`src/rtl/fp16_out_skid_pipe.sv`:
```
// Registered 2-entry skid output stage for the fp17-to-fp16 result stream.
// Full throughput with flop-only outputs, plus an occupancy and transfer-count debug view.
module fp16_out_skid_pipe #(
   parameter int unsigned WIDTH = 16,
   parameter int unsigned CNT_W = 16
) (
   input  logic             nvdla_core_clk,
   input  logic             nvdla_core_rstn,
   input  logic             in_pvld,
   output logic             in_prdy,
   input  logic [WIDTH-1:0] in_pd,
   output logic             out_pvld,
   input  logic             out_prdy,
   output logic [WIDTH-1:0] out_pd,
   output logic [1:0]       occ,
   input  logic             cnt_clr,
   output logic [CNT_W-1:0] xfer_cnt
);

   // Encoding is {pipe_vld, skid_vld}; 01 is never entered.
   typedef enum logic [1:0] {
      EMPTY = 2'b00,
      HALF  = 2'b10,
      FULL  = 2'b11
   } state_t;

   state_t           state;
   state_t           state_nxt;
   logic [WIDTH-1:0] pipe_pd;
   logic [WIDTH-1:0] pipe_pd_nxt;
   logic [WIDTH-1:0] skid_pd;
   logic [WIDTH-1:0] skid_pd_nxt;
   logic             pipe_vld;
   logic             skid_vld;
   logic             acc_c;
   logic             fire_c;

   assign pipe_vld = state[1];
   assign skid_vld = state[0];
   assign acc_c    = in_pvld & ~skid_vld;
   assign fire_c   = pipe_vld & out_prdy;

   assign out_pvld = pipe_vld;
   assign out_pd   = pipe_pd;
   assign in_prdy  = ~skid_vld;
   assign occ      = 2'({1'b0, pipe_vld}) + 2'({1'b0, skid_vld});

   // State register and payload storage.
   always_ff @(posedge nvdla_core_clk or negedge nvdla_core_rstn) begin
      if (!nvdla_core_rstn) begin
         state   <= EMPTY;
         pipe_pd <= '0;
         skid_pd <= '0;
      end else begin
         state   <= state_nxt;
         pipe_pd <= pipe_pd_nxt;
         skid_pd <= skid_pd_nxt;
      end
   end

   // Next-state and payload steering.
   always_comb begin
      state_nxt   = state;
      pipe_pd_nxt = pipe_pd;
      skid_pd_nxt = skid_pd;
      case (state)
         EMPTY: begin
            if (acc_c) begin
               state_nxt   = HALF;
               pipe_pd_nxt = in_pd;
            end
         end
         HALF: begin
            if (acc_c && fire_c) begin
               pipe_pd_nxt = in_pd;
            end else if (acc_c) begin
               state_nxt   = FULL;
               skid_pd_nxt = in_pd;
            end else if (fire_c) begin
               state_nxt = EMPTY;
            end
         end
         FULL: begin
            if (fire_c) begin
               state_nxt   = HALF;
               pipe_pd_nxt = skid_pd;
            end
         end
         default: state_nxt = EMPTY;
      endcase
   end

   // Clear wins over a same-cycle transfer.
   always_ff @(posedge nvdla_core_clk or negedge nvdla_core_rstn) begin
      if (!nvdla_core_rstn) begin
         xfer_cnt <= '0;
      end else if (cnt_clr) begin
         xfer_cnt <= '0;
      end else if (fire_c) begin
         xfer_cnt <= xfer_cnt + CNT_W'(1);
      end
   end

endmodule

```
`config.mk`:
```
export PLATFORM = sky130hd
export DESIGN_NAME = fp16_out_skid_pipe
export DESIGN_NICKNAME = d
export VERILOG_FILES = /design/src/rtl/fp16_out_skid_pipe.sv
export SDC_FILE = /design/constraint.sdc
export NUM_CORES = 1
export LEC_CHECK = 0
export CORE_UTILIZATION = 50
export CTS_CLUSTER_DIAMETER = 80
export DETAILED_ROUTE_END_ITERATION = 7
export HOLD_SLACK_MARGIN = 0.12
export MAX_ROUTING_LAYER = met4
export PLACE_DENSITY_LB_ADDON = 0.08
export SETUP_SLACK_MARGIN = 0.3
export SLEW_MARGIN = 20
export SYNTH_ARGS = -nofsm -noshare
export SYNTH_HDL_FRONTEND = slang
export SYNTH_SLANG_ARGS = --single-unit
export TNS_END_PERCENT = 1
```
`constraint.sdc`:
```
create_clock -name nvdla_core_clk -period 2.5 [get_ports nvdla_core_clk]
set_clock_uncertainty 0.05 [all_clocks]
set_input_delay 0.375 -clock nvdla_core_clk [delete_from_list [all_inputs] [get_ports nvdla_core_clk]]
set_output_delay 0.375 -clock nvdla_core_clk [all_outputs]
set_load 0.02 [all_outputs]
```
==> impl.org, run 1 <==
** Run status
- Run status :: completed

** Drt
- Wl on met1 :: 2.23 mm
- After the first detailed-routing iteration, the DRC count stood at 85.
- Wires add up to approximately 4.7 mm.
- Summing over every cut layer, the via total after detailed routing is 1,669.
- Uppermost metal layer occupied by signal nets :: met4
- Detailed-route DRC error count :: 0
- In the detailed route, the total length drawn on met2 is 2.17 mm.
- After detailed routing, the number of vias per cell comes to 5.17.
- Routed wl met3 :: 210 um
- Dividing the detail-routed wire length by the instance count gives around 14 um.
- Number of nets with antenna violations after routing :: 0
- The first detailed-routing pass took 4 iterations.

** Worst setup path
- The largest single stage delay on the critical path is ~0.63 ns.
- Startpoint of the worst register-to-register path :: state[1]$_DFFE_PN0P_
- On the critical path, the stage with the largest delay is an instance of clkdlybuf4s50_1.
- Internal reg-to-reg setup slack :: slightly above 0.5 ns
- Arrival time of data at the critical path endpoint :: between 1.5 and 2 ns
- The endpoint identified for the worst register-to-register timing path is out_pd[14]$_DFFE_PN0P_.
- Number of buffer and inverter instances along the worst setup path :: 1
- CP required :: 2.08 ns
- On the critical path the largest part of the delay comes from buffers and inverters.
- Worst Reg-to-Reg Cells :: 6
- Type of origin of the critical path :: flop
- Of all nets on the critical path, the largest fanout is 8.
- Walking the worst path, the cells encountered are ha_1 > clkdlybuf4s50_1.
- Kind of critical path :: flop to output pin
- STA classifies the critical path endpoint as an output pin.

** Floorplan
- The floorplan step defined a die boundary enclosing 5200 um^2.
- The core region is ~4700 um^2.
- For this configuration, the core starts out at a cell density of a little over half.
- The die is 72.1 um wide.
- The floorplan has 25 rows.
- Die Height :: ~72 um
- I/O pin count :: 57

** Synthesis
- The top cell type by area accounts for between 50% and 60% of the synthesized area.
- Synthesized netlist net count :: 221
- Number of cells produced by synthesis :: approximately 200
- Cell area after synthesis :: 2460 um^2
- The number of different library cells used by synthesis comes to 32.
- Area contributors post-synth :: dfrtp_1 (51%), mux2_2 (18%), mux2_4 (6.1%)
- Mean cell area of the mapped netlist :: 12.6 um^2
- Summing the sequential cell areas from Yosys gives between 50 and 60% of the chip area.
- Yosys printed 0 warnings.
- Library cell occupying the most area in the post-synthesis netlist :: dfrtp_1
- Number of flip-flops and latches in the synthesized netlist :: 50

** Layout
- In the final layout, the multi-input gates occupy 1140 um^2.
- In the final design database the tool counted 281 nets.
- Cells with a size suffix above 1 make up 26.2% of the layout.
- Diodes inserted :: 0
- Relative to the synthesized area, the layout overhead comes to 30.1%.
- Sequential cell area :: 1250 um^2
- Fill cells in the final layout number just under 400.

** Hold path
- End point of the worst hold path :: skid_pd[8]$_DFFE_PN0P_
- Min-delay worst type :: flop to flop
- Number of cells on the worst hold path :: 1
- Hold path startpoint :: skid_pd[8]$_DFFE_PN0P_

** Run
- Max capacitance violation total :: 0

** CTS
- In this run, CTS created clock tree buffers numbering 5.
- Clock tree synthesis selected as its root buffer the cell clkbuf_8.
- Maximum level of the CTS H-tree :: 2
- TritonCTS built the clock tree.
- CTS max path bufs :: 2
- Clock-pin slew was measured on the worst setup and hold paths at about 0.080 ns.
- Clock insertion delay at the later pin of the skew report :: 0.30 ns
- The tree built by TritonCTS fans out to 50 sinks.

** Timing
- The number of hold violations in the final report came to 0.
- Maximum clock frequency :: 486 MHz
- The worst path in the final design needs a cycle of slightly above 2 ns, including I/O delays and setup.
- Sum of negative setup slack :: 0 ns
- Measured against its own limit, the worst slew margin works out to 61.2%.
- Period Utilization, post-route :: slightly above 80%
- Setup slack on the critical path of the routed design comes to about 0.44 ns.
- Number of endpoints failing setup at the final stage :: 0
- Worst slew pin tran :: 0.582 ns
- Setup repair after global routing missed its margin :: false
- Final max-slew violation count :: 0

** Global route
- In the global route stage, overall resource usage came out at 20.3%.
- Largest net degree at the start of global routing :: 27
- After global routing the overflow that remains totals 0.
- The first global-routing pass estimated 7.76 mm of wire.
- Via count of the first global-routing pass :: 1,597
- The number of antenna violations at the first check in global routing is 0.

** Placed design
- During placement, the flow inserted port buffers numbering 56.
- Final weighted congestion of routability-driven global placement :: 0.794
- Placement Setup Slack :: 0.330 ns
- The wire-length estimate of the detail-placed layout is 3.32 mm.

** Pwr
- The worst-case IR drop observed on VDD is 0.769 mV.
- For this design the static power due to leakage is 0.00133 uW.
- Power spread over the standard cell area amounts to 1140 nW/um^2.
- Overall power :: 3630 uW
==> worst max-delay path by stage <==
stage | start | to | depth (start not counted)
after global routing | state[1]$_DFFE_PN0P_ | occ[1] | 2
after global placement | out_prdy | out_pd[4]$_DFFE_PN0P_ | 5
after CTS | state[1]$_DFFE_PN0P_ | occ[0] | 3
final | state[1]$_DFFE_PN0P_ | occ[1] | 2
after floorplan | state[1]$_DFFE_PN0P_ | out_pd[0]$_DFFE_PN0P_ | 7
after detailed placement | out_prdy | out_pd[14]$_DFFE_PN0P_ | 5
==> Yosys cell counts <==
cell type	number
a41o_1	1
and4_1	2
nand4_1	6
a21oi_2	1
mux2_2	40
nand4b_1	1
inv_1	3
mux2_4	10
a21oi_1	4
mux2i_1	2
buf_6	2
buf_1	1
nand2_2	1
buf_2	3
and2_1	2
nand3_1	5
nor3_1	4
dfrtp_1	50
clkbuf_1	2
nor2_1	16
nand2_1	8
and3b_1	1
nand2b_1	2
xor2_1	4
nand3_4	1
buf_4	1
nor2b_1	3
xnor2_1	8
o21ai_2	1
o21ai_0	1
nor4_1	4
ha_1	5
==> logic make-up after synthesis <==
group	count (synthesis)	synth area share [%]
fa+ha+maj	5	2.54
xor+xnor	12	4.27
flops	50	50.9
buf+inv	12	2.75
simple gates	56	12.2
mux	52	25.2
compound gates	8	2.14
==> cell usage in the layout, fill, tap and decap left out, types with 5 or more instances in the layout <==
master	n
clkdlybuf4s50_1	54
clkbuf_8	5
ha_1	5
nand2_1	8
xnor2_1	8
nand3_1	5
dfrtp_1	49
mux2_2	40
buf_4	5
mux2_4	10
nand4_1	6
nor2_1	16
==> worst reg2reg max path, stage by stage (launching register included) <==
cell	delay [ns]
dfrtp_2	0.44
inv_1	0.10
ha_1	0.33
nor2b_1	0.15
a21oi_2	0.16
nand3_4	0.27
mux2_4	0.39
==> where the power goes <==
group / leakage, uW / switching, uW / internal (uW)
clock: 0.0000524 / 256 / 300
combinational: 0.000659 / 774 / 1010
sequential: 0.000623 / 185 / 1110
total: 0.00133 / 1210 / 2420
==> routing by layer <==
| layer | up-vias | track usage, % |
|---|---|---|
| met2 | 43 | 30.8 |
| li1 | 803 | - |
| met4 | 0 | 5.88 |
| met3 | 5 | 4.44 |
| met1 | 818 | 27.7 |
| met5 | - | - |
==> cell type report <==
class	instances	share of cell area [%]
Sequential cell	50	39.1
Multi-Input combinational cell	133	35.7
Timing Repair Buffer	62	18.9
Tap cell	67	2.62
Clock buffer	7	2.38
Clock inverter	1	0.938
Inverter	3	0.352
==> metrics by stage <==
| step | hold slack (ns) | util, % | cell area [um^2] | std cells |
|---|---|---|---|---|
| finish | 0.456 | 67.8 | 3200 | 323 |
| global route | 0.479 | 67.8 | 3200 | 323 |
| CTS | 0.463 | 67.7 | 3200 | 323 |
| detailed placement | 0.363 | 65.2 | 3080 | 314 |
| global placement | 0.356 | 65.2 | 3080 | 314 |
| floorplan | 0.0294 | - | 2460 | 195 |
==> flip-flops by register name, summed over array words and instances, names as in the netlist <==
name / flops
out_pd: 16
xfer_cnt: 16
skid_pd: 16
state: 2
==> what timing repair did <==
item | 4_1_cts | 5_1_grt
hold buffers | 1 | 0
endpoints found under the setup margin | 1 | 1
resized for setup | 1 | 1
hold endpoints to repair | 24 | 0
setup buffers | 0 | 0
Note: power is estimated with default switching activity, not from simulation.
==> inputs of run 2 (changes only) <==
clock period = 1.9 ns   (was 2.5 ns; I/O delays follow)
==> run 2 against run 1 <==
  * Register-to-register slack worse by 0.40 ns
  * Total power up 46%
  * Sequential cell count unchanged
  * Critical endpoint is now skid_pd[13]$_DFFE_PN0P_
  * Largest cell class unchanged
  * Highest routed layer unchanged
==> impl.org, run 2 (same netlist as run 1, synthesis figures left out) <==
** Timing
- Relative slew margins :: 69.2% (+8.0 points)
- Period Utilization, post-route :: 94.2%
- Maximum clock frequency :: 559 MHz
- The number of hold violations in the final report came to 0 (unchanged).
- Number of endpoints failing setup at the final stage :: 0 (unchanged)
- Post-route minimum period :: between 1.5 and 2 ns
- Setup repair after global routing missed its margin :: true
- Worst slew pin tran :: 0.461 ns (-0.120 ns)
- Final max-slew violation count :: 0 (unchanged)

** Layout
- The fraction of layout cells with a size suffix above 1 was 32.5% (+6.3 points).
- Post-layout utilization of the core :: 72.0% (+4.3 points)
- The library cell used most frequently in the layout, excluding fill and tap cells, is clkdlybuf4s50_1.
- The net total in the final layout is 293 (+4.3%).
- Compared with the post-synthesis result, the final layout area differs by 38.3%.
- Diodes inserted :: 0 (unchanged)
- Post-route standard cell area excluding fillers :: 3400 um^2 (+6.3%)
- In the layout the commonest cells are clkdlybuf4s50_1 (51), dfrtp_1 (48), mux2_2 (40).

** CTS
- The clock-pin slew reported for the worst setup and hold paths after clock tree synthesis is 0.09 ns (about the same).
- The number of buffers created by CTS was 5 (unchanged).
- Clock tree synthesis selected as its root buffer the cell clkbuf_8.
- CTS tree :: yes
- The clock latency reported for the late side of the worst-skew pair is 0.30 ns (about the same).
- CTS max path bufs :: 2 (unchanged)
- The clock sink total came to 50 (unchanged).
- The depth of the CTS H-tree was 2 (unchanged).

** Worst setup path
- Type of origin of the critical path :: flop
- The critical path is of the flop to flop type.
- Startpoint of the worst register-to-register path :: state[0]$_DFFE_PN0P_
- Worst stage delay on the critical path :: 0.46 ns (-0.17 ns)
- Category of cells accounting for the largest share of critical-path delay :: flip-flops
- Max Fanout on Critical Path :: 11 (+3)
- Traced cell by cell, the critical path runs through inv_4 > ha_4 > and3b_1 > and2_1 > buf_6 > mux2_2.
- Worst setup EP type :: flop
- Worst setup startpoint :: state[0]$_DFFE_PN0P_
- Arrival time of data at the critical path endpoint :: 1.93 ns (+0.30 ns)
- The critical path data required time is 2.04 ns (-0.04 ns).
- Slowest cell on crit path :: dfrtp_2
- The count of buffering cells on the critical path with inverters included was 2 (+1).

** Drt
- Detailed Route WL :: 4.97 mm (+6.5%)
- Vias per Instance :: 5.18 (+0.23%)
- The number of iterations in the first detailed-routing pass was 4 (unchanged).
- Number of nets with antenna violations after routing :: 0 (unchanged)
- Detail-routed net length per standard cell :: 14.8 um (+2.7%)
- The initial detailed-routing violation count is 88 (+3.5%).
- The remaining routing DRC violations came to 0 (unchanged).
- The detailed-route via count is 1,735 (+4.0%).

** Floorplan
- The height of the die came to 72.1 um (unchanged).
- Starting density of the core :: 52.1% (unchanged)
- Number of placement rows :: 25 (unchanged)
- Die ar. :: 5200 um^2 (unchanged)
- Placeable core area :: 4720 um^2 (unchanged)
- Die width :: 72.1 um (unchanged)
- The number of placed I/O pins came to 57 (unchanged).

** Pwr
- Cell internal pwr :: 3540 uW (+46%)
- The share of total power consumed by net switching came to 33.5% (+0.034 points).
- The worst voltage drop across the vdd grid came to 1.21 mV (+57%).
- The part of the power in registers was 31.9% (-3.8 points).
- The fraction of power consumed by combinational cells is 54.0% (+5.0 points).
- The leakage power is 0.00142 uW (+6.4%).
- The power density over the cells came to 1570 nW/um^2 (+38%).
- Clock network fraction of total power :: 14.1% (-1.2 points)
- Psw :: 1780 uW (+47%)

** Global route
- Initial antenna violation count :: 0 (unchanged)
- The wire length of the first global-routing pass came to 8.03 mm (+3.5%).
- The maximum number of pins on one net before global-route repair was 24 (-11%).
- The overall routing resource usage was 20.7% (+0.40 points).
- The via count of the first global-routing pass was 1,709 (+7.0%).
- Remaining global-route overflow :: 0 (unchanged)

** Hold path
- Min-delay worst type :: input pin to asynchronous set/reset pin

** Placed design
- The HPWL after detailed placement came to 3.52 mm (+6.0%).
- Buffers on Ports :: 56 (unchanged)
- Final weighted congestion of routability-driven global placement :: 0.884 (+11%)
- Post-DP Area :: 3220 um^2 (+4.5%)

** Run status
- The flow ran to the end, and the final reports show no timing, DRC or antenna violations.

** Run
- Max capacitance violation total :: 0 (unchanged)
run 2: changes by cell type in the layout (fill, tap and decap cells not counted), sizes merged:
cell,previous run,this run
buf,6,18
clkbuf,7,6
clkdlybuf4s15,0,1
clkdlybuf4s50,54,51
clkinvlp,0,1
dlygate4sd2,0,2
run 2: area by class of cell:
class / count / area [um^2]
sequential: 50 / 1250
fill: 341 / 1320
inverter: 3 / 13.8
clock buffer: 6 / 72.6
clock inverter: 2 / 37.5
tap: 67 / 83.8
multi-input combinational: 133 / 1190
timing repair buffer: 74 / 747
run 2: through the flow:
stage | setup WS, ns | total power [uW] | setup TNS (ns) | instances | hold slack (ns)
after floorplan | 0.0395 | 3470 | 0 | 195 | -0.0606
after global placement | 0.00747 | 4390 | 0 | 323 | 0.209
after detailed placement | -0.0243 | 4450 | -0.216 | 323 | 0.210
after CTS | 0.0884 | 5200 | 0 | 333 | 0.408
after global routing | 0.0546 | 5610 | 0 | 335 | 0.456
final | 0.110 | 5320 | 0 | 335 | 0.402
run 2: repair_timing:
item / CTS / global route
setup endpoints to repair: 69 / 74
endpoints found under the hold margin: 17 / 0
gates resized for setup: 4 / 6
hold buffers: 1 / 0
pin swaps: 0 / 2
buffers inserted: 1 / 2
run 2: path summary, 6_finish.rpt:
| kind | slack, ns | endpoint | cells past startpoint |
|---|---|---|---|
| min in group nvdla_core_clk | 0.46 | skid_pd[11]$_DFFE_PN0P_ | 1 |
| worst max-delay path | 0.11 | skid_pd[13]$_DFFE_PN0P_ | 6 |
| worst min-delay path | 0.40 | xfer_cnt[9]$_DFFE_PN0P_ | 2 |
| worst min register to register | 0.46 | skid_pd[11]$_DFFE_PN0P_ | 1 |
| max in group asynchronous | 0.88 | skid_pd[14]$_DFFE_PN0P_ | 3 |
| worst max register to register | 0.11 | skid_pd[13]$_DFFE_PN0P_ | 6 |
run 2: power groups by stage:
stage / combinational, uW / sequential (uW) / clock [uW]
5_1_grt: 3050 / 1750 / 811
3_3_place_gp: 2670 / 1710 / 0
6_report: 2880 / 1700 / 748
3_5_place_dp: 2720 / 1720 / 0
2_1_floorplan: 1550 / 1930 / 0
4_1_cts: 2730 / 1710 / 764
run 2: layer usage:
layer  track usage (%)  wire (um)
met4              6.10         72
met1              27.9       2420
met5                 -          0
met3              4.44        175
met2              31.8       2310
==> inputs of run 3 (changes only) <==
CTS_CLUSTER_SIZE = 28   (was default)
==> results of run 3 <==
Final layout, timing and power as in run 2 (identical DEF).
